$ cat src/rtl/store_buffer.sv
// -----------------------------------------------------------------------------
// store_buffer
//
// Posted-write buffer between a pipelined core's data port and a data RAM.
// The core's stores go into a small circular FIFO in one cycle. The buffer
// writes them to RAM, oldest first, on cycles when the core does not use the
// data port. A load returns the data of the youngest buffered store to the
// same address. If no buffered store matches, it returns the RAM read data.
// The core therefore always sees memory in program order.
//
// Optional feature (macro STORE_BUFFER_COALESCE_EN):
//   When defined, a store whose address matches a buffered entry overwrites
//   that entry's data in place. Such a store does not push and does not drain.
//   The buffer then holds at most one entry per address.
//   When undefined, every store allocates a new entry.
//
// Parameters:
//   DEPTH  number of buffered stores (power of two, 2..16)
//   AW     word address width
//   DW     data width
//
// Ports:
//   CLK          system clock, rising edge
//   RSTn         asynchronous active-low reset; discards all pending stores
//   cpu_d_w      core store request
//   cpu_d_r      core load request (store wins if both are set)
//   cpu_daddr    core data address
//   cpu_ddata_w  core store data
//   cpu_ddata_r  load data to core (combinational, 0 outside a load)
//   mem_we       RAM write enable (RAM writes on rising edge)
//   mem_re       RAM read enable
//   mem_addr     RAM address (0 when the RAM is not in use)
//   mem_wdata    RAM write data (0 when not writing)
//   mem_rdata    RAM read data (combinational from mem_addr)
//   empty        no stores pending
//   count        number of valid entries (0..DEPTH)
// -----------------------------------------------------------------------------
module store_buffer #(
    parameter int DEPTH = 4,
    parameter int AW    = 10,
    parameter int DW    = 32
) (
    input  logic                     CLK,
    input  logic                     RSTn,
    input  logic                     cpu_d_w,
    input  logic                     cpu_d_r,
    input  logic [AW-1:0]            cpu_daddr,
    input  logic [DW-1:0]            cpu_ddata_w,
    output logic [DW-1:0]            cpu_ddata_r,
    output logic                     mem_we,
    output logic                     mem_re,
    output logic [AW-1:0]            mem_addr,
    output logic [DW-1:0]            mem_wdata,
    input  logic [DW-1:0]            mem_rdata,
    output logic                     empty,
    output logic [$clog2(DEPTH):0]   count
);

    localparam int PW = $clog2(DEPTH);
    localparam int CW = PW + 1;

    logic [AW-1:0] addr_q [DEPTH];
    logic [DW-1:0] data_q [DEPTH];
    logic [PW-1:0] head_q, tail_q;
    logic [CW-1:0] count_q;

    logic          is_load;
    logic          full;
    logic          hit;
    logic [DW-1:0] hit_data;
    logic          push;
    logic          pop;
    logic          do_coalesce;
`ifdef STORE_BUFFER_COALESCE_EN
    logic [PW-1:0] hit_idx;
`endif

    assign empty = (count_q == '0);
    assign full  = (count_q == CW'(DEPTH));
    assign count = count_q;

    // A load is a read request without a store. When both requests are set,
    // the cycle is handled as a store.
    assign is_load = cpu_d_r & ~cpu_d_w;

    // Scan the valid entries from oldest to youngest. A later match
    // overwrites an earlier one, so the youngest matching store wins.
    // NOTE: every variable assigned in a combinational block gets a default
    // first, so no path through the block can leave a latch behind.
    always_comb begin
        logic [PW-1:0] idx;
        hit      = 1'b0;
        hit_data = '0;
        idx      = '0;
`ifdef STORE_BUFFER_COALESCE_EN
        hit_idx  = '0;
`endif
        for (int i = 0; i < DEPTH; i++) begin
            idx = head_q + PW'(i);
            if ((CW'(i) < count_q) && (addr_q[idx] == cpu_daddr)) begin
                hit      = 1'b1;
                hit_data = data_q[idx];
`ifdef STORE_BUFFER_COALESCE_EN
                hit_idx  = idx;
`endif
            end
        end
    end

`ifdef STORE_BUFFER_COALESCE_EN
    assign do_coalesce = cpu_d_w & hit;
`else
    assign do_coalesce = 1'b0;
`endif

    // The buffer drains on an idle cycle. It also drains on a store that
    // finds it full: the head leaves at the same edge the new entry arrives,
    // and the write goes to the old head slot, so the order stays FIFO.
    assign push = cpu_d_w & ~do_coalesce;
    assign pop  = ~empty & ((~cpu_d_w & ~cpu_d_r) | (push & full));

    always_comb begin
        mem_we      = pop;
        mem_re      = is_load;
        mem_addr    = '0;
        mem_wdata   = '0;
        cpu_ddata_r = '0;
        if (is_load) begin
            mem_addr    = cpu_daddr;
            cpu_ddata_r = hit ? hit_data : mem_rdata;
        end else if (pop) begin
            mem_addr  = addr_q[head_q];
            mem_wdata = data_q[head_q];
        end
    end

    // Pointers and occupancy. Pointers wrap naturally at the power-of-two depth.
    // NOTE: sequential state uses non-blocking assignments, so every register
    // samples its inputs as they were before the clock edge.
    always_ff @(posedge CLK or negedge RSTn) begin
        if (!RSTn) begin
            head_q  <= '0;
            tail_q  <= '0;
            count_q <= '0;
        end else begin
            if (push) tail_q <= tail_q + 1'b1;
            if (pop)  head_q <= head_q + 1'b1;
            case ({push, pop})
                2'b10:   count_q <= count_q + 1'b1;
                2'b01:   count_q <= count_q - 1'b1;
                default: count_q <= count_q;
            endcase
        end
    end

    // Entry storage. An entry is ignored unless it lies between head and
    // count, so its contents never need clearing.
    // NOTE: the storage array has no reset. The pointers alone define which
    // entries are valid, and leaving the array out of reset lets it map to
    // plain RAM cells.
    always_ff @(posedge CLK) begin
        if (push) begin
            addr_q[tail_q] <= cpu_daddr;
            data_q[tail_q] <= cpu_ddata_w;
        end
`ifdef STORE_BUFFER_COALESCE_EN
        if (do_coalesce) data_q[hit_idx] <= cpu_ddata_w;
`endif
    end

endmodule

$ cat config.mk
export PLATFORM = sky130hd
export DESIGN_NAME = store_buffer
export DESIGN_NICKNAME = d
export VERILOG_FILES = /design/src/rtl/store_buffer.sv
export SDC_FILE = /design/constraint.sdc
export NUM_CORES = 1
export LEC_CHECK = 0
export ABC_AREA = 1
export CELL_PAD_IN_SITES_DETAIL_PLACEMENT = 2
export CELL_PAD_IN_SITES_GLOBAL_PLACEMENT = 2
export CORE_MARGIN = 1
export CORE_UTILIZATION = 34
export DETAILED_ROUTE_END_ITERATION = 8
export HOLD_SLACK_MARGIN = 0.15
export PLACE_DENSITY = 0.82
export SYNTH_ARGS = -nofsm -noshare
export SYNTH_HDL_FRONTEND = slang
export SYNTH_SLANG_ARGS = --single-unit
$ cat constraint.sdc
create_clock -name CLK -period 5.8 [get_ports CLK]
set_input_delay 0.58 -clock CLK [delete_from_list [all_inputs] [get_ports CLK]]
set_output_delay 0.58 -clock CLK [all_outputs]
set_load 0.02 [all_outputs]
**Yosys cells after proc, flatten, opt, wreduce, memory -nomap -nowiden**

Memories as Yosys holds them, arrays and structs flattened.
Cells that the tools add are included.

- Word-level logic and storage cells: 53
- Bits in latches: 0
- Memory bits (read-only): 0
- RAM bits: 168
- Output and inout port bits: 80
- Bits in registers: 7
- Memories: 2

Memory list:

| name | words | bits a word | read ports | clocked after memory_dff | write ports | line | text |
|---|---|---|---|---|---|---|---|
| data_q | 4 | 32 | 4 | 0 | 1 | 63 | `logic [DW-1:0] data_q [DEPTH];` |
| addr_q | 4 | 10 | 4 | 0 | 1 | 62 | `logic [AW-1:0] addr_q [DEPTH];` |

- Order comparisons: 4
- Bitwise logic cells: 8
- Eq/ne operators: 7
- Div/mod/pow operators: 0
- $add $sub $neg: 6
- Reduce and logical (&&, ||, !) cells: 6
- Multiplexer cells: 17
- Shift operators: 0
- Multipliers: 0

Operators by type and width:

| cell | count |
|---|---|
| 32-bit two-way mux | 8 |
| 10-bit equality test | 4 |
| 10-bit two-way mux | 2 |
| 1-bit by 3-bit < comparator with 1-bit output, first input constant | 2 |
| 2-bit by 3-bit < comparator with 1-bit output, first input constant | 2 |
| 1-bit two-way mux | 6 |
| 3-bit one-hot mux with 2 select lines | 1 |
| 2-bit by 1-bit adder with 2-bit output, second input constant | 2 |
| 2-bit adder, second input constant | 2 |
| 1-bit bitwise AND | 4 |
| 1-bit logical AND | 4 |
| 3-bit by 1-bit adder with 3-bit output, second input constant | 1 |
| 3-bit equality test, second input constant | 1 |
| 3-bit logical NOT | 1 |
| 1-bit NOT | 3 |
| 3-bit by 1-bit subtractor with 3-bit output, second input constant | 1 |
| 2-bit by 1-bit equality test with 1-bit output, second input constant | 1 |
| 2-bit equality test, second input constant | 1 |
| 2-bit nonzero test | 1 |
| 1-bit bitwise OR | 1 |

**Longest topological paths before layout**

An unclocked memory read counts as a cell.

- Word-level depth: 9
- Depth in mapped cells: 19
- Gate-level depth less buffers: 16

**Worst setup path before layout**

OpenSTA, ideal clock, no wires.

- Path type: input port to output port
- Start point: in cpu_d_w
- End point: out mem_addr[1]
- Stages on the path: 8
- Path buffers: 2
- Arrival: 2,459 ps
- Slack: 2,761 ps
- Required time: 5,220 ps
- Cell sequence: clkbuf_1 -> inv_2 -> nand2_1 -> clkinv_1 -> nor3_2 -> clkinv_1 -> clkbuf_1 -> o22ai_1

- Word-level cells in the longest chain between the ends: 6

Ends and longest elaborated chain:

| element | line | text |
|---|---|---|
| start: declaration | 45 | `input logic cpu_d_w,` |
| 1-bit NOT | 120 | `assign pop = ~empty & ((~cpu_d_w & ~cpu_d_r) \| (push & full));` |
| 1-bit bitwise AND | 120 |  |
| 1-bit bitwise OR (*) | 120 |  |
| 1-bit bitwise AND (*) | 120 |  |
| via mem_we | 50 | `output logic mem_we,` |
| 10-bit two-way mux (*) | 131 | `end else if (pop) begin` |
| 10-bit two-way mux (*) | 128 | `if (is_load) begin` |
| end: declaration | 52 | `output logic [AW-1:0] mem_addr,` |

The timed path passes the listed nets; every way through them passes the cells marked *.

**Final worst setup path**

- Start point: reg head_q[0]
- End point: out cpu_ddata_r[8]

- Word-level cells in the longest chain between the ends: 9

Ends and longest elaborated chain:

| element | line | text |
|---|---|---|
| start: declaration | 64 | `logic [PW-1:0] head_q, tail_q;` |
| start signal: assignment | 147 | `if (pop) head_q <= head_q + 1'b1;` |
| 2-bit by 1-bit adder with 2-bit output / memory 4 x 10 bit (equally long branches) | n/a |  |
| memory 4 x 10 bit / 10-bit equality test (equally long branches) | n/a |  |
| 10-bit equality test / 1-bit logical AND (equally long branches) | 100 | `if ((CW'(i) < count_q) && (addr_q[idx] == cpu_daddr)) begin` |
| 1-bit logical AND, or another cell as far along | 100 |  |
| 32-bit two-way mux / 1-bit two-way mux (equally long branches) (3 in series) | 100 |  |
| 32-bit two-way mux (*) | 130 | `cpu_ddata_r = hit ? hit_data : mem_rdata;` |
| 32-bit two-way mux (*) | 128 |  |
| end: declaration | 49 | `output logic [DW-1:0] cpu_ddata_r,` |

Mark *: on every way between the ends. The rest lies on a longest branch, timed or not.

==> flow_metrics.tcl <==
set metrics [dict create \
    die_h_um 196.9 \
    path_clk_slew_ps 70 \
    fin_area_um2 15400 \
    slew_violations 0 \
    synth_top_cell_by_area "edfxtp_1" \
    critPathArrivalTime_ps 4740 \
    slowest_delay_ps 630 \
    grt_pass1_wl_um 80990 \
    num-nets-final 2043 \
    max_cap_viol_count 0 \
    clock_sinks 175 \
    grt_usage_pct 27.46 \
    p_per_area_nw_per_um2 496.7 \
    synth_edf_count 168 \
    drtPass1Iterations 5 \
    grt_max_degree 78 \
    synth.distinct_cells 31 \
    hold_class "in2async" \
    final.setup.worst_slack_ps 477.3 \
    startpoint "head_q[0]" \
    endpoint_kind "output port" \
    initial_core_util_pct 34.46 \
    synth_fp_nets 1947 \
    cp_max_fo 47 \
    pre_cts_ws_ps 934.0 \
    cp-start-kind "flop" \
    gr-total-overflow 0 \
    setup_violations 0 \
    routabilityCongestion 0.8386 \
    synth_seq_cells 175 \
    outcome "finished clean" \
    grt_pass1_vias 14400 \
    clk_latency_ps 460 \
    die_area_um2 38780 \
    p_leak_nw 6.947 \
    required_ps 5220 \
    hpwlAfterDp_um 35510 \
    io_pins 158 \
    cts-hold-fix-buffers 0 \
    numCtsBuffers 17 \
    yosysWarnings 0 \
    crit_buf_inv 4 \
    clk_path_buf_depth 2 \
    routed_via_density 5.270 \
    worst_slew_pin_slew_ps 944.3 \
    synthToLayoutAreaGrowth_pct 19.19 \
    synth_area_leaders "edfxtp_1, nand2_1, o21ai_0" \
    fp.dieW_um 196.9 \
    ant_nets 0 \
    async_reset_ff_share_pct 4.000 \
    fin_skew_ps 10.63 \
    cpMaxStageDelayCell "clkdlybuf4s50_1" \
    yosysTopAreaCellShare_pct 39.05 \
    synth_area_um2 12920 \
    cts-root-buf "clkbuf_16" \
    tns_ps 0 \
    numPortBuffers 157 \
    cts_tree "done" \
    drtIter0Drc 669 \
    netlist_instances 1860 \
    antenna_found_initial 1 \
    rsz0062_at_grt "no" \
    worstSetupPathType "reg2out" \
    routed_wl_um 52150 \
    fin_crit_sh_pct 91.77 \
    max_freq_mhz 187.9 \
    relSlewSlack_pct 36.95 \
    post_cts_buffers 0 \
    synth.avg_cell_area_um2 6.946 \
    synth-main-ff-cell "edfxtp_1" \
    cts_max_level 4 \
    finalHoldViolations 0 \
    fp-row-count 71 \
    cts_resized 0 \
    crit_family "simple AND/OR/NAND/NOR gates" \
    core-area_um2 37490 \
    fin_crit_ps 5323 \
    vias 13080 \
    reg2reg_from "count[0]" \
    wl_per_cell_um 21.01 \
    post-route-drc-count 0 \
    ir_drop_uv 310.3 \
    path_cells "clkinv_2, buf_4, nand2_1, nand2_4, o21ai_0, or2_0, nand3_1, nor2_1, nand2_2, nand2_2, nor2_8, buf_4, nor2_1, a21oi_1, clkdlybuf4s50_1" \
    placed_area_um2 14790 \
    drive_above_1_share_pct 5.079 \
    synth.yosys.seq_area_share_pct 40.41 \
    utilization_pct 41.07 \
]
## final timing paths
check | end | slack [ps] | cells after the start
min in group CLK | tail_q[0] | 560 | 1
worst max-delay path | cpu_ddata_r[8] | 480 | 15
worst min register to register | tail_q[0] | 560 | 1
max in group asynchronous | head_q[1] | 5030 | 1
worst max register to register | count[2] | 3510 | 11
worst min-delay path | head_q[0] | 430 | 1
## state kept, by name (all words and copies together), names as in the netlist
signal,cells
addr_q,40
count,3
data_q,128
head_q,2
tail_q,2
## cell families (layout without fill, tap and decap cells)
family	after synthesis	in the layout	synth area share, %
adder cells (fa/ha/maj)	9	9	0.8717
multiplexers	62	62	4.804
buffers and inverters	338	447	11.23
XOR/XNOR	5	5	0.3390
AND/OR/NAND/NOR	988	988	30.61
other	0	2	0
flip-flops	175	175	40.41
AO/OA/AOI/OAI	283	283	11.74
## metal layers
layer / wire length [µm] / GRT usage, % / vias up / share of wire (%)
met3: 2007 / 3.782 / 79 / 3.8
met1: 23160 / 34.49 / 6546 / 44
li1: - / - / 6155 / -
met2: 25850 / 47.96 / 301 / 50
met4: 1137 / 9.762 / 0 / 2.2
met5: 0 / 0 / - / 0
## synth_stat cells, types with 3 or more instances
library cell	n
inv_2	3
o21ai_0	219
nand3_1	137
mux2i_1	62
o21ai_1	17
clkbuf_1	45
inv_1	224
nor2_1	149
nand2_2	4
buf_6	11
ha_1	9
nand4_1	7
o22ai_1	10
dfrtp_1	7
buf_1	9
xor2_1	3
buf_2	26
edfxtp_1	168
nand2_1	682
a21oi_2	22
buf_4	18
a21oi_1	13
## cell usage in the layout, fill, tap and decap left out, drive strengths merged, types with 19 or more instances in the layout
cell type | netlist | routed
a21oi | 35 | 35
buf | 64 | 29
clkbuf | 45 | 19
clkdlybuf4s50 | 0 | 157
edfxtp | 168 | 168
inv | 227 | 227
mux2i | 62 | 62
nand2 | 687 | 687
nand3 | 137 | 137
nor2 | 152 | 152
o21ai | 236 | 236
## worst register-to-register path, cell delays in order, from the launching register on
cell and delay [ps]:
dfrtp_1 480, inv_1 130, ha_1 250, inv_1 80, nor2_1 60, nor3_2 260
buf_4 200, ha_1 210, inv_1 60, o21ai_0 220, xor2_1 180, inv_1 50
## per-stage QoR
| stage | cells | hold WS (ps) | total power [mW] |
|---|---|---|---|
| final | 2482 | 433.6 | 7.647 |
| after global routing | 2481 | 436.7 | 8.210 |
| after CTS | 2480 | 426.4 | 7.679 |
| after detailed placement | 2448 | 552.4 | 6.409 |
| after global placement | 2448 | 518.8 | 6.169 |
| after floorplan | 1860 | 284.4 | 4.824 |
## power breakdown
part / internal, mW / switching (mW)
clock: 0.679 / 0.537
sequential: 1.67 / 0.173
combinational: 1.38 / 3.21
## area by class of cell
type,count,area (µm²)
diodes,2,5.005
clock buffers,19,432.9
clock inverters,13,165.2
fillers,4479,22090
inverters,229,860.8
multi-input cells,1347,6252
flip-flops and latches,175,5228
well taps,511,639.4
repair buffers,186,1814
(Power assumes the default switching activity.)
